[src/rtl/tiny16_pkg.sv]
// Shared definitions for the tiny16 control unit: widths, opcode constants,
// FSM state encoding, instruction field positions and small decode helpers.
package tiny16_pkg;

    localparam int unsigned DATA_W = 16;
    localparam int unsigned OP_W   = 4;
    localparam int unsigned REG_N  = 8;
    localparam int unsigned REG_AW = 3;
    localparam int unsigned IMM_W  = 8;
    localparam int unsigned MASK_W = 4;
    localparam int unsigned FLAG_W = 4;

    // Instruction field positions
    localparam int unsigned OP_MSB   = 15;
    localparam int unsigned OP_LSB   = 12;
    localparam int unsigned RD_MSB   = 11;
    localparam int unsigned RD_LSB   = 9;
    localparam int unsigned RS_MSB   = 8;
    localparam int unsigned RS_LSB   = 6;
    localparam int unsigned AR_BIT   = 5;
    localparam int unsigned IMM_MSB  = 7;
    localparam int unsigned IMM_LSB  = 0;
    localparam int unsigned MASK_MSB = 11;
    localparam int unsigned MASK_LSB = 8;

    // Opcodes
    localparam logic [OP_W-1:0] OP_NOP       = 4'h0;
    localparam logic [OP_W-1:0] OP_LOAD      = 4'h1;
    localparam logic [OP_W-1:0] OP_STORE     = 4'h2;
    localparam logic [OP_W-1:0] OP_ALU_FIRST = 4'h3;
    localparam logic [OP_W-1:0] OP_ALU_LAST  = 4'hB;
    localparam logic [OP_W-1:0] OP_LDI       = 4'hC;
    localparam logic [OP_W-1:0] OP_BR        = 4'hD;
    localparam logic [OP_W-1:0] OP_RSVD      = 4'hE;
    localparam logic [OP_W-1:0] OP_HALT      = 4'hF;

    typedef enum logic [2:0] {
        ST_FETCH   = 3'd0,
        ST_DECODE  = 3'd1,
        ST_EXECUTE = 3'd2,
        ST_MEM     = 3'd3,
        ST_HALT    = 3'd4
    } state_t;

    // Memory bus command payload
    typedef struct packed {
        logic              req;
        logic              we;
        logic [DATA_W-1:0] addr;
        logic [DATA_W-1:0] wdata;
    } mem_cmd_t;

    // ALU command payload
    typedef struct packed {
        logic              en;
        logic [OP_W-1:0]   opcode;
        logic              ar;
        logic [DATA_W-1:0] src1;
        logic [DATA_W-1:0] src2;
    } alu_cmd_t;

    function automatic logic [OP_W-1:0] f_op(input logic [DATA_W-1:0] ir);
        return ir[OP_MSB:OP_LSB];
    endfunction

    function automatic logic [REG_AW-1:0] f_rd(input logic [DATA_W-1:0] ir);
        return ir[RD_MSB:RD_LSB];
    endfunction

    function automatic logic [REG_AW-1:0] f_rs(input logic [DATA_W-1:0] ir);
        return ir[RS_MSB:RS_LSB];
    endfunction

    function automatic logic f_ar(input logic [DATA_W-1:0] ir);
        return ir[AR_BIT];
    endfunction

    function automatic logic [IMM_W-1:0] f_imm(input logic [DATA_W-1:0] ir);
        return ir[IMM_MSB:IMM_LSB];
    endfunction

    function automatic logic [MASK_W-1:0] f_mask(input logic [DATA_W-1:0] ir);
        return ir[MASK_MSB:MASK_LSB];
    endfunction

    function automatic logic is_alu(input logic [OP_W-1:0] op);
        return (op >= OP_ALU_FIRST) && (op <= OP_ALU_LAST);
    endfunction

    function automatic logic [DATA_W-1:0] sext_imm(input logic [IMM_W-1:0] imm);
        return {{(DATA_W-IMM_W){imm[IMM_W-1]}}, imm};
    endfunction

    // Empty mask means unconditional; otherwise any selected flag set takes it.
    function automatic logic br_taken(input logic [MASK_W-1:0] mask,
                                      input logic [FLAG_W-1:0] flags);
        return (mask == '0) || ((mask & flags) != '0);
    endfunction

endpackage

[src/rtl/tiny16_regfile.sv]
// tiny16 register file: 8 x 16-bit, two combinational read ports, one
// synchronous write port, synchronous clear on rst.
// Ports:
//   clk, rst            - clock, synchronous active-high clear
//   rd_addr/rd_data_c   - read port A (combinational)
//   rs_addr/rs_data_c   - read port B (combinational)
//   we, waddr, wdata    - write port, takes effect on rising edge
module tiny16_regfile
    import tiny16_pkg::*;
(
    input  logic              clk,
    input  logic              rst,
    input  logic [REG_AW-1:0] rd_addr,
    output logic [DATA_W-1:0] rd_data_c,
    input  logic [REG_AW-1:0] rs_addr,
    output logic [DATA_W-1:0] rs_data_c,
    input  logic              we,
    input  logic [REG_AW-1:0] waddr,
    input  logic [DATA_W-1:0] wdata
);

    logic [DATA_W-1:0] regs [REG_N];

    // Clear wins over a simultaneous write, so an aborted access leaves no trace.
    always_ff @(posedge clk) begin
        if (rst) begin
            for (int i = 0; i < int'(REG_N); i++) begin
                regs[i] <= '0;
            end
        end else if (we) begin
            regs[waddr] <= wdata;
        end
    end

    assign rd_data_c = regs[rd_addr];
    assign rs_data_c = regs[rs_addr];

endmodule

[src/rtl/control_unit.sv]
// tiny16 multi-cycle control unit: fetches, decodes and executes one
// instruction at a time through FETCH/DECODE/EXECUTE/MEM, stops in HALT.
// Ports:
//   clk, rst                       - clock, synchronous active-high reset
//   mem_req/we/addr/wdata          - registered memory request, held until mem_ack
//   mem_rdata, mem_ack             - memory response
//   alu_opcode/ar_flag/src1/src2   - registered ALU command, live for one EXECUTE cycle
//   alu_out_en                     - ALU flag-update strobe
//   alu_out, alu_flags             - ALU result (combinational) and registered flags
//   halted                         - high while in HALT
module control_unit
    import tiny16_pkg::*;
#(
    parameter logic [15:0] RESET_PC = 16'h0000
) (
    input  logic              clk,
    input  logic              rst,
    output logic              mem_req,
    output logic              mem_we,
    output logic [DATA_W-1:0] mem_addr,
    output logic [DATA_W-1:0] mem_wdata,
    input  logic [DATA_W-1:0] mem_rdata,
    input  logic              mem_ack,
    output logic [OP_W-1:0]   alu_opcode,
    output logic              alu_ar_flag,
    output logic [DATA_W-1:0] alu_src1,
    output logic [DATA_W-1:0] alu_src2,
    output logic              alu_out_en,
    input  logic [DATA_W-1:0] alu_out,
    input  logic [FLAG_W-1:0] alu_flags,
    output logic              halted
);

    state_t            state, state_d;
    logic [DATA_W-1:0] pc, pc_d;
    logic [DATA_W-1:0] ir, ir_d;
    mem_cmd_t          mem_q, mem_d;
    alu_cmd_t          alu_q, alu_d;
    logic              halted_d;

    logic [OP_W-1:0]   op;
    logic [REG_AW-1:0] rd, rs;
    logic [IMM_W-1:0]  imm;
    logic [MASK_W-1:0] mask;
    logic              ar;

    logic [DATA_W-1:0] rd_data, rs_data;
    logic              rf_we;
    logic [DATA_W-1:0] rf_wdata;

    // Instruction field decode
    assign op   = f_op(ir);
    assign rd   = f_rd(ir);
    assign rs   = f_rs(ir);
    assign imm  = f_imm(ir);
    assign mask = f_mask(ir);
    assign ar   = f_ar(ir);

    tiny16_regfile u_regfile (
        .clk       (clk),
        .rst       (rst),
        .rd_addr   (rd),
        .rd_data_c (rd_data),
        .rs_addr   (rs),
        .rs_data_c (rs_data),
        .we        (rf_we),
        .waddr     (rd),
        .wdata     (rf_wdata)
    );

    // State and registered-output update
    always_ff @(posedge clk) begin
        if (rst) begin
            state  <= ST_FETCH;
            pc     <= RESET_PC;
            ir     <= '0;
            mem_q  <= '0;
            alu_q  <= '0;
            halted <= 1'b0;
        end else begin
            state  <= state_d;
            pc     <= pc_d;
            ir     <= ir_d;
            mem_q  <= mem_d;
            alu_q  <= alu_d;
            halted <= halted_d;
        end
    end

    // Next-state, next-output and register-write logic.
    // Outputs are computed for the state being entered, so they are registered
    // yet line up with the state they belong to.
    always_comb begin
        state_d  = state;
        pc_d     = pc;
        ir_d     = ir;
        mem_d    = '0;
        alu_d    = '0;
        rf_we    = 1'b0;
        rf_wdata = '0;
        halted_d = 1'b0;

        case (state)
            ST_FETCH: begin
                // Also covers the first cycle after reset, when no request is out yet.
                mem_d.req  = 1'b1;
                mem_d.addr = pc;
                if (mem_q.req && mem_ack) begin
                    ir_d    = mem_rdata;
                    pc_d    = pc + 16'd1;
                    state_d = ST_DECODE;
                    mem_d   = '0;
                end
            end

            ST_DECODE: begin
                state_d = ST_EXECUTE;
                if (is_alu(op)) begin
                    alu_d.en     = 1'b1;
                    alu_d.opcode = op;
                    alu_d.ar     = ar;
                    alu_d.src1   = rd_data;
                    alu_d.src2   = rs_data;
                end
            end

            ST_EXECUTE: begin
                state_d = ST_FETCH;
                if (is_alu(op)) begin
                    rf_we    = 1'b1;
                    rf_wdata = alu_out;
                end else begin
                    case (op)
                        OP_LDI: begin
                            rf_we    = 1'b1;
                            rf_wdata = DATA_W'(imm);
                        end
                        OP_BR: begin
                            if (br_taken(mask, alu_flags)) begin
                                pc_d = pc + sext_imm(imm);
                            end
                        end
                        OP_LOAD, OP_STORE: begin
                            state_d     = ST_MEM;
                            mem_d.req   = 1'b1;
                            mem_d.we    = (op == OP_STORE);
                            mem_d.addr  = rs_data;
                            mem_d.wdata = rd_data;
                        end
                        OP_HALT: begin
                            state_d = ST_HALT;
                        end
                        OP_NOP, OP_RSVD: begin
                            state_d = ST_FETCH;
                        end
                        default: begin
                            state_d = ST_FETCH;
                        end
                    endcase
                end
                // Launch the next fetch at the (possibly branched) PC.
                if (state_d == ST_FETCH) begin
                    mem_d.req  = 1'b1;
                    mem_d.addr = pc_d;
                end
            end

            ST_MEM: begin
                mem_d = mem_q;
                if (mem_q.req && mem_ack) begin
                    if (!mem_q.we) begin
                        rf_we    = 1'b1;
                        rf_wdata = mem_rdata;
                    end
                    state_d    = ST_FETCH;
                    mem_d      = '0;
                    mem_d.req  = 1'b1;
                    mem_d.addr = pc;
                end
            end

            ST_HALT: begin
                state_d = ST_HALT;
            end

            default: begin
                state_d = ST_FETCH;
            end
        endcase

        halted_d = (state_d == ST_HALT);
    end

    assign mem_req     = mem_q.req;
    assign mem_we      = mem_q.we;
    assign mem_addr    = mem_q.addr;
    assign mem_wdata   = mem_q.wdata;
    assign alu_opcode  = alu_q.opcode;
    assign alu_ar_flag = alu_q.ar;
    assign alu_src1    = alu_q.src1;
    assign alu_src2    = alu_q.src2;
    assign alu_out_en  = alu_q.en;

endmodule

[config.mk]
export PLATFORM = sky130hd
export DESIGN_NAME = control_unit
export DESIGN_NICKNAME = d
export VERILOG_FILES = /design/src/rtl/tiny16_pkg.sv /design/src/rtl/tiny16_regfile.sv /design/src/rtl/control_unit.sv
export SDC_FILE = /design/constraint.sdc
export NUM_CORES = 1
export LEC_CHECK = 0
export CORE_MARGIN = 1.5
export CORE_UTILIZATION = 60
export CTS_BUF_LIST = sky130_fd_sc_hd__clkbuf_8
export CTS_CLUSTER_DIAMETER = 60
export CTS_CLUSTER_SIZE = 30
export DETAILED_ROUTE_END_ITERATION = 10
export PLACE_DENSITY = 0.86
export REMOVE_ABC_BUFFERS = 1
export SYNTH_ARGS = -nofsm -noshare
export SYNTH_HDL_FRONTEND = slang
export SYNTH_SLANG_ARGS = --single-unit
[constraint.sdc]
create_clock -name clk -period 3.72 [get_ports clk]
set_clock_uncertainty 0.1 [all_clocks]
set_input_delay 0.744 -clock clk [delete_from_list [all_inputs] [get_ports clk]]
set_output_delay 0.744 -clock clk [all_outputs]
set_load 0.005 [all_outputs]
==> results.yml <==
run_status:
  status: "finished clean"
final_layout:
  area.growth.synth_to_final_pct: 18.03
  stdcell_count: 1450
  final_common_cell: "nor2_1"
  n_antenna_cell: 0
  drive_above_1_share_pct: 16.71
  fin_nets: 1229
  mostFrequentLayoutCells: "207 x nor2_1, 128 x edfxtp_1, 112 x dfxtp_1, 110 x clkdlybuf4s50_1, 86 x nand2_1"
setup_path:
  crit_path_frequent_cell: "nor2_1"
  cp_max_fo: 16
  cp.buffers_inverters: 1
  path_depth: 6
  r2r_setup_slack_ns: 0.51
  rr_worst_depth: 6
  cp_data_arrival_time_ns: 3.51
  worstPathRequired_ns: 4.01
  start_kind: "flip-flop"
  path_cells: "inv_2 -> nor2_1 -> nand2b_1 -> nor2_1 -> a22oi_1 -> nor2_1"
  crit_type: "flip-flop to flip-flop"
  crit_path_end_kind: "flip-flop"
  cp_top_family: "simple AND/OR/NAND/NOR gates"
  max_stage_delay_ns: 1.06
  cpMaxStageDelayCell: "nor2_1"
detailed_routing:
  routed-via-count: 9847
  drt_first_iter_violations: 1566
  route.detailed.drc: 0
  wl_um: 35360
  drt_first_pass_iters: 7
  wl_per_cell_um: 24.39
  ant_nets: 0
  via_per_inst: 6.791
floorplanning:
  dieArea_mm2: 0.02049
  rows: 51
  pin_count: 112
  initial_core_util_pct: 60.95
  dieHeight_um: 143.2
  die_w_um: 143.2
  core_mm2: 0.01933
clocking:
  postCtsSetupRepairBufs: 0
  htreeDepth: 1
  cts-root-buf: "clkbuf_8"
  postCtsHoldBufs: 0
  cts_tree: "built"
  clock-sinks: 242
  clkLatencyLatePin_ns: 0.58
  path_clk_slew_ns: 0.13
  cts_made_buffers: 18
  cts_resized: 0
  clk_path_buf_depth: 3
synthesis:
  synth_edf_count: 128
  syn-instance-count: 1049
  yosys_most_used_dff: "edfxtp_1"
  ys_types: 66
  avgSynthCellArea_um2: 11.23
  async_flop_share_pct: 0
  synth-seq-cells: 242
  syn_area_mm2: 0.01179
  synth_seq_area_share_pct: 51.98
  yosysWarnings: 0
pwr:
  seq_power_share_pct: 57.4
  vdd_drop_max_uv: 238.9
  comb_power_share_pct: 9.9
  pwr-share-clk_pct: 32.7
  power.leakage_nw: 4.734
  power.density_mw_per_mm2: 370.6
  swShare_pct: 27.10
  intPower_mw: 3.758
  power.switching_mw: 1.397
global_routing:
  grt_pass1_vias: 9338
  overflow: 0
  grt_pass1_wl_um: 52810
  antenna_found_initial: 0
  grt_max_degree: 78
  grt_usage_pct: 34.66
timing:
  setup_viol: 0
  worst_pin_slew_ns: 1.191
  slew_headroom_pct: 20.32
  fmax_mhz: 311.3
  tns_ns: 0
  finalCritPeriodShare_pct: 86.37
  hold_viol_final: 0
  rsz0062_at_grt: "no"
  post-route-min-period_ns: 3.213
  maxSlewViolCount: 0
placed_design:
  gp_congestion: 0.9118
  dpl.hpwl_um: 24730
  dp.cells: 1418
  numPortBuffers: 111
flow_run:
  maxCapViolations: 0
worst_hold_path:
  hold_depth: 2
  hp-class: "flip-flop to flip-flop"
-- layer usage --
metal | vias up | GRT usage [%] | share of wire, %
met1 | 4592 | 44.63 | 35
met2 | 923 | 55.50 | 46
met4 | 0 | 18.01 | 6.1
met3 | 206 | 7.344 | 13
met5 | - | 0 | 0
li1 | 4126 | - | -
-- synth_stat cells, types with 10 or more instances --
cell        n  share of area, %
nor2_1    207               6.6
edfxtp_1  128                33
dfxtp_1   114                19
nand2_1    86               2.7
a21oi_1    67               2.8
mux4_2     64                12
clkbuf_1   36               1.1
a22oi_1    31               2.0
and2_1     30               1.6
o21ai_0    28               1.2
mux2_2     20               1.9
mux2i_1    17               1.4
buf_2      16              0.68
ha_1       16               1.7
nand2b_1   15              0.80
nor3_1     14              0.59
inv_1      11              0.35
a221oi_1   10              0.74
a222oi_1   10              0.85
-- path summary, 6_finish.rpt --
kind	start	to
worst min-delay path	mem_addr[1]$_SDFFE_PP0P_	mem_addr[1]$_SDFFE_PP0P_
worst max-delay path	state[1]$_SDFF_PP0_	u_regfile.regs[0][13]$_SDFFCE_PN0P_
worst max register to register	state[1]$_SDFF_PP0_	u_regfile.regs[0][13]$_SDFFCE_PN0P_
worst min register to register	mem_addr[1]$_SDFFE_PP0P_	mem_addr[1]$_SDFFE_PP0P_
-- layout make-up --
cell class / instances / area, um^2
flip-flops and latches: 242 / 6128
inverters: 12 / 45.04
well taps: 265 / 331.6
multi-input cells: 732 / 5324
repair buffers: 167 / 1614
fillers: 1298 / 5425
clock inverters: 13 / 205.2
clock buffers: 19 / 261.5
-- cells by family after synthesis --
logic type               Yosys count  share of synthesized area (%)
AND/OR/NAND/NOR                  405                          15.65
adder cells (fa/ha/maj)           17                          1.869
multiplexers                     101                          15.59
flip-flops                       242                          51.98
buffers and inverters             75                          2.941
XOR/XNOR                          11                         0.8175
AO/OA/AOI/OAI                    198                          11.16
-- stage by stage --
| stage | area [um^2] | utilization (%) | power (mW) | setup WS [ns] | hold WS (ns) |
|---|---|---|---|---|---|
| floorplan | 11480 | - | 3.264 | 0.7409 | 0.3464 |
| CTS | 13910 | 71.94 | 5.133 | 0.6895 | 0.3850 |
| global route | 13910 | 71.94 | 5.265 | 0.3253 | 0.4064 |
| detailed placement | 13440 | 69.53 | 3.504 | 0.4913 | 0.3447 |
| finish | 13910 | 71.94 | 5.155 | 0.5072 | 0.3816 |
| global placement | 13440 | 69.53 | 3.480 | 0.5547 | 0.3427 |
-- tightest hold or removal path: stages (launching register included) --
cell     delay (ns)
dfxtp_1        0.35
nand2_1        0.05
o21ai_0        0.06
-- flip-flops by register name, summed over array words and instances, names as in the netlist, named ones only --
register        cells
alu_src1           16
state               3
alu_ar_flag         1
alu_out_en          1
mem_addr           16
pc                 16
alu_src2           16
mem_req             1
halted              1
mem_wdata          16
ir                 16
u_regfile.regs    128
mem_we              1
alu_opcode          4
-- power groups by stage --
stage	Sequential, mW	Clock, mW	Combinational [mW]
after floorplan	3.00	0	0.268
after global placement	3.00	0	0.480
after detailed placement	3.01	0	0.493
after CTS	2.95	1.69	0.497
after global routing	2.96	1.77	0.533
final	2.96	1.69	0.511
No activity file was read; power rests on OpenSTA's default activity.
